<file path="src/rtl/disp_pkg.sv">
// Shared types and helpers for the multiplexed seven-segment scan path.
package disp_pkg;

    localparam int N_DIGITS = 8;
    localparam int IDX_W    = 3;

    typedef logic [3:0] nibble_t;

    typedef enum logic {ST_EMPTY, ST_FULL} buf_state_t;

    // Index of the most significant nonzero nibble; 0 when the value is all zero.
    function automatic logic [IDX_W-1:0] msd_index(input logic [31:0] value);
        msd_index = '0;
        for (int k = 1; k < N_DIGITS; k++) begin
            if (value[4*k +: 4] != 4'h0) msd_index = k[IDX_W-1:0];
        end
    endfunction

endpackage

</file>
<file path="src/rtl/tick_prescaler.sv">
// Enabled modulo-DIV counter emitting a one-cycle tick on its last count.
module tick_prescaler #(
    parameter int DIV   = 2,
    parameter int CNT_W = (DIV > 1) ? $clog2(DIV) : 1
) (
    input  logic clock,
    input  logic reset,
    input  logic en,
    output logic tick
);

    localparam logic [CNT_W-1:0] LAST = CNT_W'(DIV - 1);

    logic [CNT_W-1:0] cnt;

    assign tick = en && (cnt == LAST);

    always_ff @(posedge clock or posedge reset) begin
        if (reset) begin
            cnt <= '0;
        end else if (en) begin
            cnt <= (cnt == LAST) ? '0 : cnt + CNT_W'(1);
        end
    end

endmodule

</file>
<file path="src/rtl/display_scan_controller.sv">
// 8-digit seven-segment scan sequencer with frame-synchronous double buffering,
// per-digit blanking, leading-zero suppression and whole-display blink.
module display_scan_controller
    import disp_pkg::*;
#(
    parameter int TICK_DIV     = 100000,
    parameter int BLINK_FRAMES = 62
) (
    input  logic        clock,
    input  logic        reset,
    input  logic [31:0] data_in,
    input  logic        data_valid,
    output logic        data_ready,
    input  logic [7:0]  blank_mask,
    input  logic        lz_blank,
    input  logic        blink_en,
    output logic [3:0]  digit_data,
    output logic [7:0]  anodes,
    output logic        frame_done
);

    logic             tick;
    logic             boundary;
    logic             blink_wrap;
    logic             blink_phase;
    logic             blanked;
    logic [IDX_W-1:0] idx;
    logic [31:0]      active;
    logic [31:0]      pending;
    nibble_t          cur_nibble;
    buf_state_t       state;

    tick_prescaler #(
        .DIV   (TICK_DIV),
        .CNT_W ($clog2(TICK_DIV))
    ) u_scan_div (
        .clock (clock),
        .reset (reset),
        .en    (1'b1),
        .tick  (tick)
    );

    assign boundary = tick && (idx == IDX_W'(N_DIGITS - 1));

    // Same counter reused as a frame counter: it only advances on frame boundaries.
    tick_prescaler #(
        .DIV   (BLINK_FRAMES),
        .CNT_W ($clog2(BLINK_FRAMES + 1))
    ) u_blink_div (
        .clock (clock),
        .reset (reset),
        .en    (boundary),
        .tick  (blink_wrap)
    );

    always_comb begin
        cur_nibble = active[{idx, 2'b00} +: 4];
        blanked    = blank_mask[idx]
                  || (lz_blank && (idx > msd_index(active)))
                  || (blink_en && !blink_phase);
    end

    always_ff @(posedge clock or posedge reset) begin
        if (reset) begin
            idx         <= '0;
            frame_done  <= 1'b0;
            blink_phase <= 1'b1;
            state       <= ST_EMPTY;
            data_ready  <= 1'b1;
            pending     <= '0;
            active      <= '0;
            digit_data  <= '0;
            anodes      <= 8'hFF;
        end else begin
            if (tick) idx <= idx + IDX_W'(1);
            frame_done <= boundary;
            if (blink_wrap) blink_phase <= ~blink_phase;

            digit_data <= cur_nibble;
            anodes     <= blanked ? 8'hFF : ~(8'b1 << idx);

            // active only changes on a frame boundary so a frame never mixes two values
            case (state)
                ST_EMPTY: begin
                    if (data_valid && data_ready) begin
                        pending    <= data_in;
                        state      <= ST_FULL;
                        data_ready <= 1'b0;
                    end
                end
                ST_FULL: begin
                    if (boundary) begin
                        active     <= pending;
                        state      <= ST_EMPTY;
                        data_ready <= 1'b1;
                    end
                end
                default: begin
                    state      <= ST_EMPTY;
                    data_ready <= 1'b1;
                end
            endcase
        end
    end

endmodule

</file>
<file path="config.mk">
export PLATFORM = sky130hd
export DESIGN_NAME = display_scan_controller
export DESIGN_NICKNAME = d
export VERILOG_FILES = /design/src/rtl/disp_pkg.sv /design/src/rtl/tick_prescaler.sv /design/src/rtl/display_scan_controller.sv
export SDC_FILE = /design/constraint.sdc
export NUM_CORES = 1
export LEC_CHECK = 0
export BUFFER_PORTS_ARGS = -buffer_cell sky130_fd_sc_hd__buf_2
export CAP_MARGIN = 30
export CELL_PAD_IN_SITES_DETAIL_PLACEMENT = 0
export CELL_PAD_IN_SITES_GLOBAL_PLACEMENT = 1
export CORE_UTILIZATION = 48
export CTS_CLUSTER_SIZE = 10
export DETAILED_ROUTE_END_ITERATION = 12
export PLACE_DENSITY = 0.81
export SKIP_CTS_REPAIR_TIMING = 1
export SLEW_MARGIN = 20
export SYNTH_ARGS = -nofsm -noshare
export SYNTH_HDL_FRONTEND = slang
export SYNTH_HIERARCHICAL = 1
export SYNTH_SLANG_ARGS = --single-unit
</file>
<file path="constraint.sdc">
create_clock -name clock -period 3.7 [get_ports clock]
set_input_delay 0.555 -clock clock [delete_from_list [all_inputs] [get_ports clock]]
set_output_delay 0.555 -clock clock [all_outputs]
set_load 0.01 [all_outputs]
</file>
==> results of run 1 <==
## how the worst max path moves through the flow
stage / from / to / slack, ns
after global routing: u_scan_div/cnt[13] / active[28] / 0.84
after CTS: u_scan_div/cnt[13] / active[28] / 0.93
after floorplan: u_scan_div/cnt[5] / blink_phase / 1.01
after global placement: u_scan_div/cnt[13] / active[14] / 1.02
after detailed placement: u_scan_div/cnt[13] / active[28] / 0.95
final: u_scan_div/cnt[13] / active[5] / 0.95
## power by group
group          switching (W)  internal [W]  total [W]
combinational      0.0000792     0.0000661   0.000145
sequential         0.0000520       0.00120    0.00125
clock               0.000381      0.000449   0.000831
total               0.000513       0.00171    0.00222
## cell usage in the layout, fill, tap and decap left out, drive strengths merged, types with 2 or more instances in the layout
cell type and instances:
dfrtp 96, mux2 64, buf 62, nand2 32
nor2 21, mux4 12, ha 12, xnor2 12
dfstp 10, inv 10, nor4 10, o211ai 9
clkbuf 9, xor2 8, nand4 7, conb 6
or4 6, nand3 6, o21ai 5, nor3 4
mux2i 3, nor3b 3, clkinv 3, bufinv 3
o31ai 3, and2 3, a21oi 3, a211oi 2
## logic make-up after synthesis
logic type,Yosys count
mux,79
simple gates,97
other cells,1
fa+ha+maj,12
compound gates,24
buf+inv,21
flops,106
xor+xnor,20
## critical path: stages, from the launching register on
cell and delay [ns]:
dfrtp_1 0.43, or4b_2 0.73, nor4_1 0.27, buf_4 0.19, and2_4 0.22, nand2_4 0.33
mux2_4 0.43
## state kept, by name (all words and copies together) (netlist names)
name / count
idx: 3
data_ready: 1
state: 1
blink_phase: 1
u_scan_div/cnt: 17
digit_data: 4
anodes: 8
pending: 32
u_blink_div/cnt: 6
frame_done: 1
active: 32
## area by class of cell
| cell class | instances | area share |
|---|---|---|
| Sequential cell | 106 | 0.472 |
| Multi-Input combinational cell | 238 | 0.388 |
| Timing Repair Buffer | 62 | 0.0612 |
| Tap cell | 133 | 0.0295 |
| Clock buffer | 9 | 0.0219 |
| Clock inverter | 7 | 0.0206 |
| Inverter | 10 | 0.00687 |
## through the flow
stage,hold slack [ns],power [W],util,instance area (um2),std cells
2_1_floorplan,0.346,0.00135,-,4970,365
3_3_place_gp,0.469,0.00140,0.541,5370,547
3_5_place_dp,0.473,0.00142,0.543,5390,548
4_1_cts,0.119,0.00225,0.568,5630,564
5_1_grt,0.130,0.00232,0.570,5650,565
6_report,0.121,0.00222,0.570,5650,565
## metal layers
layer	vias up	global-route usage
met5	-	0
met1	1436	0.262
met3	7	0.0321
met4	0	0.0569
met2	76	0.271
li1	1419	-
==> flow_summary.yaml, run 1 <==
synth:
  synthTopCellsByCount: "dfrtp_1, mux2_2, nand2_1"
  synth_top_cell_by_area: "dfrtp_1"
  synth_edf_count: 0
  ys_seq_area_frac: 0.538
  synth-main-ff-cell: "dfrtp_1"
  post-synth-top-count-cell: "dfrtp_1"
  yosysUniqueCellTypes: 47
  ys_seq_elements: 106
  synth_xor_area_frac: 0.0353
  muxShareOfSynthArea: 0.228
  yosys.area_share.simple: 0.110
  synth_fa_ha_area_frac: 0.0303
  synth_warnings: 6
  synth.cell_area_mm2: 0.00496
  synth-compound-area-share: 0.0338
  synthTopCellsByArea: "dfrtp_1, mux2_4, mux2_2"
  syn_avg_cell_area_um2: 13.8
  synthCells: 360
  synthDominantCellAreaShare: 0.485
  synth_top_family_by_area: "multiplexers"
  async_flop_share: 1.00
clocking:
  clockBufferDepth: 2
  path_clk_slew_ns: 0.10
  cts.sinks: 106
  clock_latency_ns: 0.36
  cts_tree: "built"
  root_buffer: "clkbuf_8"
  cts-htree-levels: 3
  numCtsBuffers: 9
route:
  wl_per_cell_um: 15.5
  m1WireLength_um: 4330
  wl_met2_um: 4030
  drc_errors: 0
  vias: 2938
  drt_wl_total_um: 8770
  drtIter0Drc: 205
  wl_met3_um: 337
  avgViaCountPerCell: 5.20
  dr.pass1.iters: 4
  top_layer_used: "met4"
  antenna_left: 0
critical_path:
  r2r_end: "active[5]"
  path_class: "reg -> reg"
  crit_path_end_kind: "register"
  startpoint_type: "register"
  r2r_cells: 6
  r2r_slack_ns: 0.95
  worstPathArrival_ns: 3.00
  cp.required_ns: 3.95
  cp_max_fo: 33
  rr_startpoint: "u_scan_div/cnt[13]"
finish:
  multi_input_area_mm2: 0.00219
  final_nets: 484
  seq_area_mm2: 0.00267
  areaGrowthSynthToFinish_pct: 13.9
  drive_above_1_share: 0.410
  num_antenna_cells: 0
  fill_cells: 832
global_route:
  grtUsageTotal: 0.179
  grt_pass1_wl_um: 15300
  grt_max_degree: 40
  grt_overflow_total: 0
  grt_pass1_vias: 3014
  antenna_found_initial: 0
place:
  io_buffers: 58
  place.gp.congestion: 0.749
  post-place-ws_ns: 0.946
  dp_hpwl_um: 6360
outcome:
  outcome: "finished, final reports clean"
sta:
  fin_tns_setup_ns: 0
  fin_worst_skew_ns: 0.0111
  min_period_ns: 2.75
  drv_slew: 0
  slew-limit-headroom: 0.435
  setup_viol: 0
  fin_ws_ns: 0.948
  worst_slew_pin_slew_ns: 0.840
  max_freq_mhz: 363
  finalHoldViolCount: 0
  rsz0062_at_grt: "false"
  fin_crit_sh: 0.744
die:
  die_w_um: 104
  initial_core_util: 0.500
  die_h_um: 104
  fp-row-count: 36
  core_mm2: 0.00991
  io_pins: 59
  die_area_mm2: 0.0107
pwr:
  power.density_mw_per_mm2: 394
  ir_drop_mv: 0.227
  p_leak_nw: 2.87
min_path:
  hold_class: "in -> async"
flow_run:
  maxCapViolCount: 0
(Power assumes the default switching activity.)
==> inputs of run 2 (changes only) <==
CORE_UTILIZATION = 43   (was 48)
PLACE_DENSITY = 0.76   (was 0.81)
clock period = 2.3 ns   (was 3.7 ns; I/O delays follow)
==> flow_summary.yaml, run 2 (synthesis results as in run 1) <==
global_route:
  grtUsageTotal: 0.175
  antenna_found_initial: 0
  grt_max_degree: 84
  grt_overflow_total: 0
  grt_pass1_vias: 3141
  grt_pass1_wl_um: 15900
sta:
  setup_viol: 0
  slew-limit-headroom: 0.549
  min_period_ns: 2.23
  worst_slew_pin_slew_ns: 0.676
  drv_slew: 0
  finalHoldViolCount: 0
  fin_worst_skew_ns: 0.0131
  max_freq_mhz: 449
  rsz0062_at_grt: "true"
  hold-worst-slack_ns: 0.222
  fin_crit_sh: 0.969
flow_run:
  maxCapViolCount: 0
finish:
  drive_above_1_share: 0.473
  multi_input_area_mm2: 0.00227
  fin_util: 0.551
  fill_cells: 911
  final_common_cell: "dfrtp_1"
  areaGrowthSynthToFinish_pct: 22.7
  finalInstanceArea_mm2: 0.00608
  num_antenna_cells: 0
  largestRegisters: "active (32), pending (32), u_scan_div/cnt (17)"
  seq_area_mm2: 0.00267
  final_cell_mix: "dfrtp_1, buf_2, mux2_2, nand2_1, buf_4"
  final_nets: 515
  final_cell_count_no_fill: 603
die:
  die_h_um: 109
  die_w_um: 109
  fp-row-count: 38
  die_area_mm2: 0.0120
  initial_core_util: 0.449
  core_mm2: 0.0110
  io_pins: 59
route:
  wl_per_cell_um: 15.8
  vias: 3082
  drc_errors: 0
  dr.pass1.iters: 4
  avgViaCountPerCell: 5.11
  drtIter0Drc: 152
  antenna_left: 0
  drt_wl_total_um: 9550
clocking:
  clock_latency_ns: 0.35
  numCtsBuffers: 9
  clockBufferDepth: 2
  cts-htree-levels: 3
  root_buffer: "clkbuf_16"
  cts_tree: "built"
  cts.sinks: 106
  path_clk_slew_ns: 0.08
critical_path:
  startpoint_type: "register"
  crit_path_end_kind: "register"
  worstPathArrival_ns: 2.50
  cp_max_fo: 8
  cp.required_ns: 2.57
  path_class: "reg -> reg"
outcome:
  outcome: "finished, final reports clean"
pwr:
  ir_drop_mv: 0.470
  power.density_mw_per_mm2: 645
  finalPower_w: 0.00392
  p_leak_nw: 3.10
place:
  dp_hpwl_um: 6900
  io_buffers: 58
  place.gp.congestion: 0.795
  place_area_mm2: 0.00562
  dp.cells: 579
min_path:
  hold_class: "in -> reg"
==> run 2: cell count changes in the layout (fill, tap and decap cells not counted), moves of 3 or more <==
cell	change
or4_4	+4
buf_4	+29
clkinv_2	-3
or4_1	-4
clkinv_8	+3
clkbuf_8	-9
clkbuf_16	+9
nor4_2	+4
nor4_1	-6
==> run 2: report_power, final <==
group	internal [W]	switching (W)	total, W
Clock	0.000886	0.000754	0.00164
Sequential	0.00192	0.0000610	0.00198
Combinational	0.000138	0.000160	0.000298
==> run 2: final timing paths <==
| check | start | to | slack [ns] | depth (start not counted) |
|---|---|---|---|---|
| max in group asynchronous | reset | u_scan_div/cnt[8] | 1.17 | 3 |
| max reg2reg | active[12] | anodes[0] | 0.07 | 7 |
| min in group asynchronous | reset | u_blink_div/cnt[5] | 0.51 | 3 |
| min reg2reg | u_blink_div/cnt[5] | u_blink_div/cnt[5] | 0.50 | 1 |
| max | active[12] | anodes[0] | 0.07 | 7 |
| min | data_in[31] | pending[31] | 0.22 | 2 |
==> run 2: layout make-up <==
type                       instances  area share
tap                              140      0.0288
inverter                          10     0.00679
sequential                       106       0.438
clock buffer                       9      0.0370
clock inverter                     7      0.0177
multi-input combinational        238       0.374
timing repair buffer              93      0.0976
==> run 2: layer usage <==
layer	wire length, um	GRT usage
met1	4610	0.248
met2	4500	0.273
met3	325	0.0344
met4	116	0.0543
met5	0	0
==> run 2: through the flow <==
stage | setup slack (ns) | TNS (ns)
after floorplan | -0.00793 | -0.00793
after global placement | 0.00341 | 0
after detailed placement | 0.0295 | 0
after CTS | -0.00421 | -0.00540
after global routing | -0.0563 | -0.309
final | 0.0707 | 0
==> run 2: critical path, stage by stage, from the launching register on <==
cell,delay [ns]
dfrtp_1,0.42
or4_4,0.54
a211oi_2,0.22
o21ai_2,0.08
ha_1,0.28
nand3_1,0.08
o211ai_1,0.25
o211ai_1,0.27
==> inputs of run 3 (changes only) <==
ABC_AREA = 1   (was default)
CORE_UTILIZATION = 40   (was 43)
PLACE_DENSITY = default   (was 0.76)
PLACE_DENSITY_LB_ADDON = 0.2   (was default)
==> flow_summary.yaml, run 3 <==
outcome:
  outcome: "finished, final reports clean"
critical_path:
  r2r_slack_ns: 0.25
  cp_max_fo: 8
  cp.required_ns: 2.56
  startpoint_type: "register"
  crit_path_end_kind: "register"
  path_class: "reg -> reg"
  worstPathArrival_ns: 2.32
sta:
  setup_viol: 0
  finalHoldViolCount: 0
  worst_slew_pin_slew_ns: 0.678
  max_freq_mhz: 487
  rsz0062_at_grt: "false"
  min_period_ns: 2.05
  drv_slew: 0
  fin_worst_skew_ns: 0.00791
  fin_crit_sh: 0.893
  fin_tns_setup_ns: 0
  slew-limit-headroom: 0.547
clocking:
  cts-htree-levels: 3
  root_buffer: "clkbuf_16"
  cts_tree: "built"
  clockBufferDepth: 2
  path_clk_slew_ns: 0.07
  cts.sinks: 106
  numCtsBuffers: 9
  clock_latency_ns: 0.35
synth:
  synth_fp_nets: 653
  ys_seq_elements: 106
  synth_warnings: 6
  synth_top_cell_by_area: "dfrtp_1"
  ys_seq_area_frac: 0.529
  synth_edf_count: 0
  synth-main-ff-cell: "dfrtp_1"
  post-synth-top-count-cell: "nand2_1"
  async_flop_share: 1.00
  synthTopCellsByArea: "dfrtp_1, nand2_1, o21ai_0"
  synthTopCellsByCount: "nand2_1, dfrtp_1, o21ai_0"
  synthCells: 596
  yosysUniqueCellTypes: 34
  synthDominantCellAreaShare: 0.476
  syn_avg_cell_area_um2: 8.46
  synth.cell_area_mm2: 0.00504
route:
  vias: 3824
  avgViaCountPerCell: 4.62
  drtIter0Drc: 159
  dr.pass1.iters: 4
  antenna_left: 0
  drt_wl_total_um: 10200
  drc_errors: 0
  wl_per_cell_um: 12.3
global_route:
  grt_max_degree: 84
  grt_pass1_wl_um: 17500
  grt_overflow_total: 0
  antenna_found_initial: 0
  grt_pass1_vias: 3642
  grtUsageTotal: 0.173
finish:
  final_cell_mix: "nand2_1, dfrtp_1, o21ai_0, inv_1, nor2_1"
  finalInstanceArea_mm2: 0.00583
  areaGrowthSynthToFinish_pct: 15.7
  final_nets: 712
  drive_above_1_share: 0.182
  largestRegisters: "active (32), pending (32), u_scan_div/cnt (17)"
  num_antenna_cells: 0
  final_cell_count_no_fill: 828
  final_common_cell: "nand2_1"
place:
  dp_hpwl_um: 7280
  place_area_mm2: 0.00554
  place.gp.congestion: 0.781
  dp.cells: 811
  io_buffers: 58
die:
  fp-row-count: 40
  io_pins: 59
  die_w_um: 114
  die_area_mm2: 0.0131
  initial_core_util: 0.415
  core_mm2: 0.0122
  die_h_um: 114
pwr:
  power.density_mw_per_mm2: 656
  p_leak_nw: 3.02
  ir_drop_mv: 0.416
flow_run:
  maxCapViolCount: 0
min_path:
  hold_class: "in -> reg"
-- run 3: worst paths after layout --
kind / startpoint / to / depth (start not counted)
hold / removal: data_in[28] / pending[28] / 3
min in group asynchronous: reset / u_blink_div/cnt[2] / 3
max in group asynchronous: reset / u_scan_div/cnt[16] / 3
hold reg to reg: data_ready / data_ready / 2
setup / recovery: active[20] / anodes[3] / 9
setup reg to reg: active[20] / anodes[3] / 9
-- run 3: cell families (layout without fill, tap and decap cells) --
logic type	after synthesis	after routing	share of synthesized area
AO/OA/AOI/OAI	93	93	0.0931
AND/OR/NAND/NOR	265	265	0.229
XOR/XNOR	12	12	0.0208
flip-flops	106	106	0.529
multiplexers	6	6	0.0169
adder cells (fa/ha/maj)	12	12	0.0298
other	1	1	0.000744
buffers and inverters	101	165	0.0811
-- run 3: worst max-delay path, cell delays in order (launching register included) --
cell	delay [ns]
dfrtp_1	0.39
nor4_1	0.52
nand2_1	0.10
nor2_1	0.13
ha_1	0.26
a21oi_1	0.16
a21oi_1	0.08
nor2_1	0.09
buf_4	0.15
nand4_1	0.09
-- run 3: layout make-up --
| cell class | count | area (um2) |
|---|---|---|
| Inverter | 80 | 305 |
| Clock buffer | 13 | 240 |
| Fill cell | 1232 | 6330 |
| Clock inverter | 3 | 42.5 |
| Sequential cell | 106 | 2670 |
| Multi-Input combinational cell | 389 | 1970 |
| Tap cell | 168 | 210 |
| Timing Repair Buffer | 69 | 400 |
-- run 3: power breakdown --
| part | switching (W) | leakage (nW) | internal [W] | total, W |
|---|---|---|---|---|
| combinational | 0.000206 | 1.63 | 0.000129 | 0.000335 |
| sequential | 0.0000694 | 1.25 | 0.00193 | 0.00200 |
| clock | 0.000648 | 0.134 | 0.000844 | 0.00149 |
-- run 3: routing by layer --
| layer | wire length, um | track usage | vias to the layer above | share of wire |
|---|---|---|---|---|
| met5 | 0 | 0 | - | 0 |
| met4 | 117 | 0.0571 | 0 | 0.012 |
| met3 | 457 | 0.0498 | 8 | 0.045 |
| met2 | 4360 | 0.257 | 68 | 0.43 |
| met1 | 5240 | 0.242 | 1759 | 0.52 |
| li1 | - | - | 1989 | - |
-- run 3: metrics by stage --
stage	hold slack, ns	setup slack, ns	utilization	total power, W
after floorplan	0.136	0.416	-	0.00226
after global placement	0.330	0.320	0.455	0.00236
after detailed placement	0.332	0.257	0.455	0.00237
after CTS	-0.0455	0.231	0.479	0.00389
after global routing	0.176	0.0288	0.480	0.00402
final	0.186	0.245	0.480	0.00383
